--- src/rtl/mux_ff_scan.sv ---
// Registered N:1 multiplexer with manual select or round-robin scan; every sample carries its channel index and valid.
// Define MUX_FF_SKIP_EN to make scan mode skip channels whose in_vld is low.
module mux_ff_scan #(
  parameter int W = 8,
  parameter int N = 4,
  localparam int SW = $clog2(N)
) (
  input  logic             clk,
  input  logic             rst,
  input  logic [N*W-1:0]   in_data,
  input  logic [N-1:0]     in_vld,
  input  logic             mode,
  input  logic [SW-1:0]    sel,
  input  logic             hold,
  output logic [W-1:0]     out_data,
  output logic [SW-1:0]    out_ch,
  output logic             out_vld
);

  logic [SW-1:0] ptr;

  logic [W-1:0]  sel_data;
  logic          sel_vld;
  logic          sel_ok;

  logic [SW-1:0] scan_idx;
  logic          scan_go;
  logic [W-1:0]  scan_data;
  logic          scan_vld;

  function automatic logic [SW-1:0] inc(input logic [SW-1:0] x);
    return (x == SW'(N - 1)) ? '0 : x + 1'b1;
  endfunction

  // Decode by comparison rather than indexing so sel >= N (non power-of-two N) stays in range.
  always_comb begin
    sel_data = '0;
    sel_vld  = 1'b0;
    sel_ok   = 1'b0;
    for (int unsigned c = 0; c < N; c++) begin
      if (sel == SW'(c)) begin
        sel_data = in_data[c*W +: W];
        sel_vld  = in_vld[c];
        sel_ok   = 1'b1;
      end
    end
  end

`ifdef MUX_FF_SKIP_EN
  logic [2*N-1:0] vld_rot;
  int unsigned    pos;

  // Rotate so bit 0 is the channel at ptr; the lowest set bit is the next valid channel.
  always_comb begin
    vld_rot  = {in_vld, in_vld} >> ptr;
    scan_go  = 1'b0;
    scan_idx = ptr;
    pos      = 0;
    for (int unsigned i = 0; i < N; i++) begin
      if (!scan_go && vld_rot[i]) begin
        scan_go = 1'b1;
        pos     = 32'(ptr) + i;
        if (pos >= 32'(N)) pos = pos - 32'(N);
        scan_idx = SW'(pos);
      end
    end
  end
`else
  always_comb begin
    scan_idx = ptr;
    scan_go  = 1'b1;
  end
`endif

  always_comb begin
    scan_data = '0;
    scan_vld  = 1'b0;
    for (int unsigned c = 0; c < N; c++) begin
      if (scan_idx == SW'(c)) begin
        scan_data = in_data[c*W +: W];
        scan_vld  = in_vld[c];
      end
    end
  end

  always_ff @(posedge clk) begin
    if (rst) begin
      ptr      <= '0;
      out_data <= '0;
      out_ch   <= '0;
      out_vld  <= 1'b0;
    end else if (!hold) begin
      if (!mode) begin
        out_ch <= sel;
        if (sel_ok) begin
          out_data <= sel_data;
          out_vld  <= sel_vld;
          ptr      <= inc(sel);
        end else begin
          out_data <= '0;
          out_vld  <= 1'b0;
        end
      end else if (scan_go) begin
        out_data <= scan_data;
        out_ch   <= scan_idx;
        out_vld  <= scan_vld;
        ptr      <= inc(scan_idx);
      end else begin
        out_vld <= 1'b0;
      end
    end
  end

endmodule

--- config.mk ---
export PLATFORM = sky130hd
export DESIGN_NAME = mux_ff_scan
export DESIGN_NICKNAME = d
export VERILOG_FILES = /design/src/rtl/mux_ff_scan.sv
export SDC_FILE = /design/constraint.sdc
export NUM_CORES = 1
export LEC_CHECK = 0
export ABC_AREA = 1
export BUFFER_PORTS_ARGS = -buffer_cell sky130_fd_sc_hd__buf_2
export CAP_MARGIN = 20
export CORE_MARGIN = 5
export CORE_UTILIZATION = 56
export CTS_BUF_LIST = sky130_fd_sc_hd__clkbuf_2
export CTS_CLUSTER_DIAMETER = 100
export DETAILED_ROUTE_END_ITERATION = 10
export PLACE_DENSITY = 0.88
export SKIP_CTS_REPAIR_TIMING = 1
export SLEW_MARGIN = 20
export SYNTH_ARGS = -nofsm -noshare
export SYNTH_HDL_FRONTEND = slang
export SYNTH_SLANG_ARGS = --single-unit
--- constraint.sdc ---
create_clock -name clk -period 3.85 [get_ports clk]
set_clock_uncertainty 0.1 [all_clocks]
set_input_delay 0.1925 -clock clk [delete_from_list [all_inputs] [get_ports clk]]
set_output_delay 0.1925 -clock clk [all_outputs]
set_load 0.05 [all_outputs]
; ---- After elaboration in Yosys (flattened, before gate mapping)
; Cells that the tools add are included.
; W data, S select, Z words.
[word_totals]
register_bits = 13
in_bits = 42
output_inout_bits = 11
word_cells = 46
[classes]
addsub = 2
n_eq_ne = 6
n_mux = 29
n_bitwise = 1
reduce_logical = 4
[ops]
columns = cell, n
row1 = $mux W8, 10
row2 = $mux W1, 14
row3 = $mux W2, 5
row4 = $eq A2 B2 Y1 const B, 4
row5 = $add A2 B1 Y2 const B, 2
row6 = $eq A2 B1 Y1 const B, 2
row7 = $logic_not A2 Y1, 2
row8 = $reduce_and A2 Y1, 1
row9 = $reduce_bool A2 Y1, 1
row10 = $not A1 Y1, 1

; ---- Logic depth before layout (Yosys ltp)
; Gate-level depths: netlist of the first run.
[depth]
word_depth = 7
depth_mapped = 12

; ---- Least setup slack after synthesis of the first run
; Ideal clock, no wire load.
[synth_path]
path_kind = reg-to-reg
start = register ptr[0]
end = register out_data[0]
t_arrival_ps = 1176
t_required_ps = 3641
setup_slack_ps = 2465
path_stages_with_launch = 11
path_buffers = 1
synth_period_minus_slack_ps = 1385
path_cell_list = dfxtp_1 > inv_1 > ha_1 > buf_4 > clkinv_1 > nand2_1 > nand2_1 > nand2_1 > nand3_1 > nand2_1 > inv_1
[synth_via]
elab_chain_len = 6
word_cells_on_any_way = 9
[synth_lines]
columns = element, line
row1 = "start, declared", 20  ; logic [SW-1:0] ptr;
row2 = "start signal, assigned", 98  ; ptr <= inc(sel);
row3 = "start signal, assigned", 107  ; ptr <= inc(scan_idx);
row4 = $logic_not A2 Y1, 79  ; if (scan_idx == SW'(c)) begin
row5 = $mux W8 (3 in a row), 79
row6 = $mux W8 *, 79
row7 = $mux W8 *, 93  ; if (!mode) begin
row8 = "end signal, assigned", 96  ; out_data <= sel_data;
row9 = "end signal, assigned", 104  ; out_data <= scan_data;
row10 = "end, declared", 15  ; output logic [W-1:0] out_data,
; Mark *: on every way between the ends. The rest lies on a longest branch, timed or not.
; A chain may end at the register's enable or synchronous reset.

; ---- Worst setup path after layout of the first run
[layout_path]
start = register ptr[0]
end = register out_data[2]
; Same word-level chain as after synthesis.

==> results.toml, run 1 <==
[worst_setup_path]
end_kind = "flop"
crit_path_cell_trace = "inv_1, ha_1, clkinv_1, nand2_1, nand2_1, nand2_1, nand3_1, nand2_1, inv_1"
cpMostUsedCell = "nand2_1"
start_kind = "flop"
cp_slowest_stage_delay_ns = 0.37
crit_family = "buffers and inverters"
critPathBufInv = 3
r2r_start = "ptr[0]"
worstPathMaxFanout = 10
path_class = "flop to flop"
critPathSlowestCell = "ha_1"
crit_start = "ptr[0]"
crit_arrival_ns = 1.92
crit_required_ns = 3.93

[logic_synthesis]
syn_nets = 326
netlist-cell-type-count = 22
ys.flop_type = "dfxtp_1"
yosysTopAreaCellShare = 0.2565
synth.area.top_cells = "nand2_1 26%, dfxtp_1 17%, a21oi_1 9.4%"
yosysMostFrequentCell = "nand2_1"
avgSynthCellArea_um2 = 5.587
netlist_area_mm2 = 0.001536
ys_seq_area_frac = 0.1694
ys_seq_elements = 13
ys_async_sr_fraction = 0
synth_common_cells = "105 x nand2_1, 34 x inv_1, 29 x a21oi_1"
yosys_warnings = 0
synth_top_cell_by_area = "nand2_1"
synthCells = 275
synth-edff-count = 0

[cts]
cts_tree = "yes"
cts_num_sinks = 13
cts_made_buffers = 3
clkSlewWorstSetupHoldPaths_ns = 0.12
cts_root_buf = "clkbuf_2"
cts.path.max_buffers = 2
ctsHtreeMaxLevel = 1
clk_latency_ns = 0.27

[pwr]
powerDensity_mw_per_mm2 = 251.7
p_leak_nw = 1.089
p_total_mw = 0.4405
worst_ir_drop_vdd_uv = 301.3

[floorplanning]
pin_count = 53
core-area_mm2 = 0.002686
dieArea_mm2 = 0.003891
row_count = 19
die_w_um = 62.38
die_h_um = 62.38
start_util = 0.5720

[run]
cap_violations = 0

[timing]
layout_setup_ws_ns = 2.012
rsz0062_at_grt = "false"
maxSlewHeadroom = 0.4168
drv_slew = 0
max_clock_freq_ghz = 0.5441
min_period_ns = 1.838
setup_violations = 0
worst_pin_slew_ns = 0.8748
hold_viol = 0
finalSetupTns_ns = 0
timing.final.crit_share = 0.4774

[routing]
drtIter0Drc = 99
drc = 0
viasPerCell = 5.167
vias = 1798
antenna_left = 0
wirelength_um = 3917
drt_first_pass_iters = 4
wire_per_inst_um = 11.26

[global_routing]
grt_max_degree = 23
grt_usage = 0.1893
antenna_found_initial = 0
overflow = 0
first_global_vias = 1570
grt_pass1_wl_um = 6410

[placement]
detailedPlace.worstSlack_ns = 2.015
post-dp-hpwl_um = 3127
io_buffers = 52
gp_congestion = 0.8425

[layout]
layout-drive-gt1-share = 0.2303
antenna_cells = 0
area_delta_synth_final_pct = 13.93
nNetsFinal = 369
utilization = 0.6516

[min_path]
hp-start = "hold"
min_path_type = "input pin to flop"

[run_status]
status = "finished, final reports clean"
==> worst paths after layout <==
check / to / depth (start not counted) / slack [ns]
max: out_data[2] / 9 / 2.01
min: out_ch[1] / 3 / 0.04
max reg2reg: out_data[2] / 9 / 2.01
min reg2reg: out_ch[0] / 2 / 0.43
==> layer usage <==
metal,vias up,share of wire,GRT usage
met5,-,0,0
met4,0,0.0046,0.03448
met3,5,0.068,0.04676
met2,54,0.49,0.3251
met1,803,0.44,0.2401
li1,936,-,-
==> through the flow <==
step / instances / hold WS, ns / cell area [µm²]
after floorplan: 275 / 0.2228 / 1536
after global placement: 344 / 0.3238 / 1730
after detailed placement: 344 / 0.3355 / 1730
after CTS: 348 / 0.04266 / 1750
after global routing: 348 / 0.04689 / 1750
final: 348 / 0.04208 / 1750
==> worst min-delay path, stage by stage <==
cell and delay, ns:
buf_2 0.08, o21ai_0 0.07, inv_1 0.05
==> state kept, by name, summed over array words and instances, names as in the netlist <==
register  cells
out_ch        2
out_vld       1
ptr           2
out_data      8
==> placed cells by master, fill, tap and decap left out <==
| cell | n |
|---|---|
| a21oi_1 | 29 |
| a21oi_2 | 9 |
| buf_2 | 52 |
| clkbuf_2 | 4 |
| clkinv_1 | 1 |
| dfxtp_1 | 13 |
| ha_1 | 9 |
| inv_1 | 34 |
| inv_2 | 2 |
| inv_4 | 3 |
| nand2_1 | 105 |
| nand2_4 | 1 |
| nand2_8 | 1 |
| nand3_1 | 26 |
| nor2_1 | 20 |
| o211ai_1 | 1 |
| o21ai_0 | 6 |
| o21ai_2 | 1 |
==> area by class of cell <==
cell class / instances / area (µm²)
inverter: 40 / 157.7
clock buffer: 4 / 20.02
multi-input combinational: 208 / 1013
tap: 31 / 38.79
sequential: 13 / 260.3
timing repair buffer: 52 / 260.3
fill: 292 / 935.9
==> power breakdown <==
| group | switching (mW) | internal [mW] | total [mW] |
|---|---|---|---|
| clock | 0.0436 | 0.0275 | 0.0712 |
| combinational | 0.144 | 0.0733 | 0.218 |
| sequential | 0.00599 | 0.146 | 0.152 |
==> cell families after synthesis <==
group | Yosys count | share of synthesized area
buffers and inverters | 54 | 0.1710
and+or+nand+nor | 153 | 0.4104
DFF | 13 | 0.1694
AOI/OAI and AO/OA | 46 | 0.1759
adders and majority gates | 9 | 0.07329
No activity file was read; power rests on OpenSTA's default activity.
==> run 2, diff against run 1 <==
--- a/config.mk
+++ b/config.mk
@@ -9,11 +9,11 @@
 export BUFFER_PORTS_ARGS = -buffer_cell sky130_fd_sc_hd__buf_2
 export CAP_MARGIN = 20
 export CORE_MARGIN = 5
-export CORE_UTILIZATION = 56
+export CORE_UTILIZATION = 52
 export CTS_BUF_LIST = sky130_fd_sc_hd__clkbuf_2
 export CTS_CLUSTER_DIAMETER = 100
 export DETAILED_ROUTE_END_ITERATION = 10
-export PLACE_DENSITY = 0.88
+export PLACE_DENSITY = 0.82
 export SKIP_CTS_REPAIR_TIMING = 1
 export SLEW_MARGIN = 20
 export SYNTH_ARGS = -nofsm -noshare
==> constraint.sdc (replaced) <==
create_clock -name clk -period 1.7 [get_ports clk]
set_clock_uncertainty 0.1 [all_clocks]
set_input_delay 0.085 -clock clk [delete_from_list [all_inputs] [get_ports clk]]
set_output_delay 0.085 -clock clk [all_outputs]
set_load 0.05 [all_outputs]
==> results.toml, run 2 (same netlist as run 1, synthesis figures left out) <==
[routing]
vias = 1842
wirelength_um = 4069
drc = 0
drtIter0Drc = 117
viasPerCell = 5.189
antenna_left = 0
drt_first_pass_iters = 7
wire_per_inst_um = 11.46

[worst_setup_path]
r2r_slack_ns = 0.14
end_kind = "flop"
crit_arrival_ns = 1.64
start_kind = "flop"
worstPathMaxFanout = 10
path_class = "flop to flop"
reg2regPathDepth = 11
r2r_end = "out_data[4]"
crit_required_ns = 1.78
r2r_start = "ptr[1]"

[global_routing]
antenna_found_initial = 0
grt_max_degree = 19
grt_usage = 0.1965
first_global_vias = 1689
overflow = 0
grt_pass1_wl_um = 6713

[placement]
io_buffers = 52
gp_congestion = 0.8999
dpl-instance-area_mm2 = 0.001775
post-place-cells = 350
post-dp-hpwl_um = 3229

[layout]
multi_input_area_mm2 = 0.001016
regArea_um2 = 260.3
final_cell_mix = "105 x nand2_1, 52 x buf_2, 34 x inv_1"
antenna_cells = 0
fin_cells = 355
nNetsFinal = 376
fin_area_mm2 = 0.001808
reg_top3 = "out_data (8), out_ch (2), ptr (2)"
largest_register_ffs = 8
regMostFlops = "out_data"
area_delta_synth_final_pct = 17.67
layout_commonest_cell = "nand2_1"
fillCellCount = 294
layout-drive-gt1-share = 0.2469

[min_path]
min_path_type = "input pin to flop"
hold_depth = 4
min_to = "out_vld"
hp-start = "rst"

[pwr]
p_switching_mw = 0.4409
worst_ir_drop_vdd_uv = 571.5
p_total_mw = 1.010
share_seq_of_total_power = 0.340
powerDensity_mw_per_mm2 = 558.4
pwr-share-comb = 0.502
p_clk_frac = 0.158
switching_share = 0.4367
p_leak_nw = 1.123
internal-power_mw = 0.5687

[cts]
clkSlewWorstSetupHoldPaths_ns = 0.13
cts_made_buffers = 3
ctsHtreeMaxLevel = 1
cts_num_sinks = 13
cts_root_buf = "clkbuf_2"
clk_latency_ns = 0.26
cts.path.max_buffers = 2
cts_tree = "yes"

[floorplanning]
die_w_um = 64.36
core-area_mm2 = 0.002805
dieArea_mm2 = 0.004142
pin_count = 53
die_h_um = 64.36
start_util = 0.5477
row_count = 19

[timing]
maxSlewHeadroom = 0.6708
max_clock_freq_ghz = 0.6421
drv_slew = 0
timing.final.crit_share = 0.9161
worst_pin_slew_ns = 0.4938
min_period_ns = 1.557
finalSetupTns_ns = 0
rsz0062_at_grt = "false"
hold_viol = 0
setup_violations = 0

[run_status]
status = "finished, final reports clean"

[run]
cap_violations = 0
[run 2: area by class of cell]
type	count	share of cell area
multi-input cells	208	0.5619
repair buffers	59	0.1744
flip-flops and latches	13	0.1439
inverters	40	0.08720
well taps	31	0.02145
clock buffers	4	0.01107
[run 2: worst max path at each step]
stage	start	end	slack (ns)	cells after the start
floorplan	ptr[0]	out_data[4]	0.32	10
global placement	ptr[1]	out_data[1]	0.15	11
detailed placement	ptr[1]	out_data[4]	0.08	11
CTS	ptr[1]	out_data[4]	0.06	11
global route	ptr[0]	out_data[4]	0.005	9
finish	ptr[1]	out_data[4]	0.14	11
[run 2: metrics by stage]
step                      utilization  worst slack (ns)  hold slack (ns)
after floorplan                     -            0.3153           0.1153
after global placement         0.6329            0.1545           0.2156
after detailed placement       0.6329           0.08343           0.2272
after CTS                      0.6401           0.06035         -0.06437
after global routing           0.6445          0.004954          0.08719
final                          0.6445            0.1426          0.09105
[run 2: metal layers]
metal  vias to the layer above  global-route usage  share of wire
li1                        948                   -              -
met1                       832              0.2237           0.42
met2                        52              0.3647           0.50
met3                        10             0.03853          0.054
met4                         0             0.06332          0.021
met5                         -                   0              0
[run 2: power groups by stage]
stage	Clock [mW]	Combinational, mW	Sequential (mW)
after global routing	0.180	0.565	0.348
after floorplan	0	0.296	0.424
after detailed placement	0	0.500	0.350
after global placement	0	0.492	0.350
final	0.160	0.507	0.343
after CTS	0.165	0.502	0.343
[run 2: critical path, stage by stage, from the launching register on]
cell     delay, ns
dfxtp_1       0.36
inv_1         0.11
ha_2          0.32
inv_4         0.09
nand3_1       0.07
nand2_1       0.06
nand2_1       0.05
nand2_1       0.07
nand2_1       0.06
nand3_1       0.08
nand2_1       0.07
inv_1         0.03
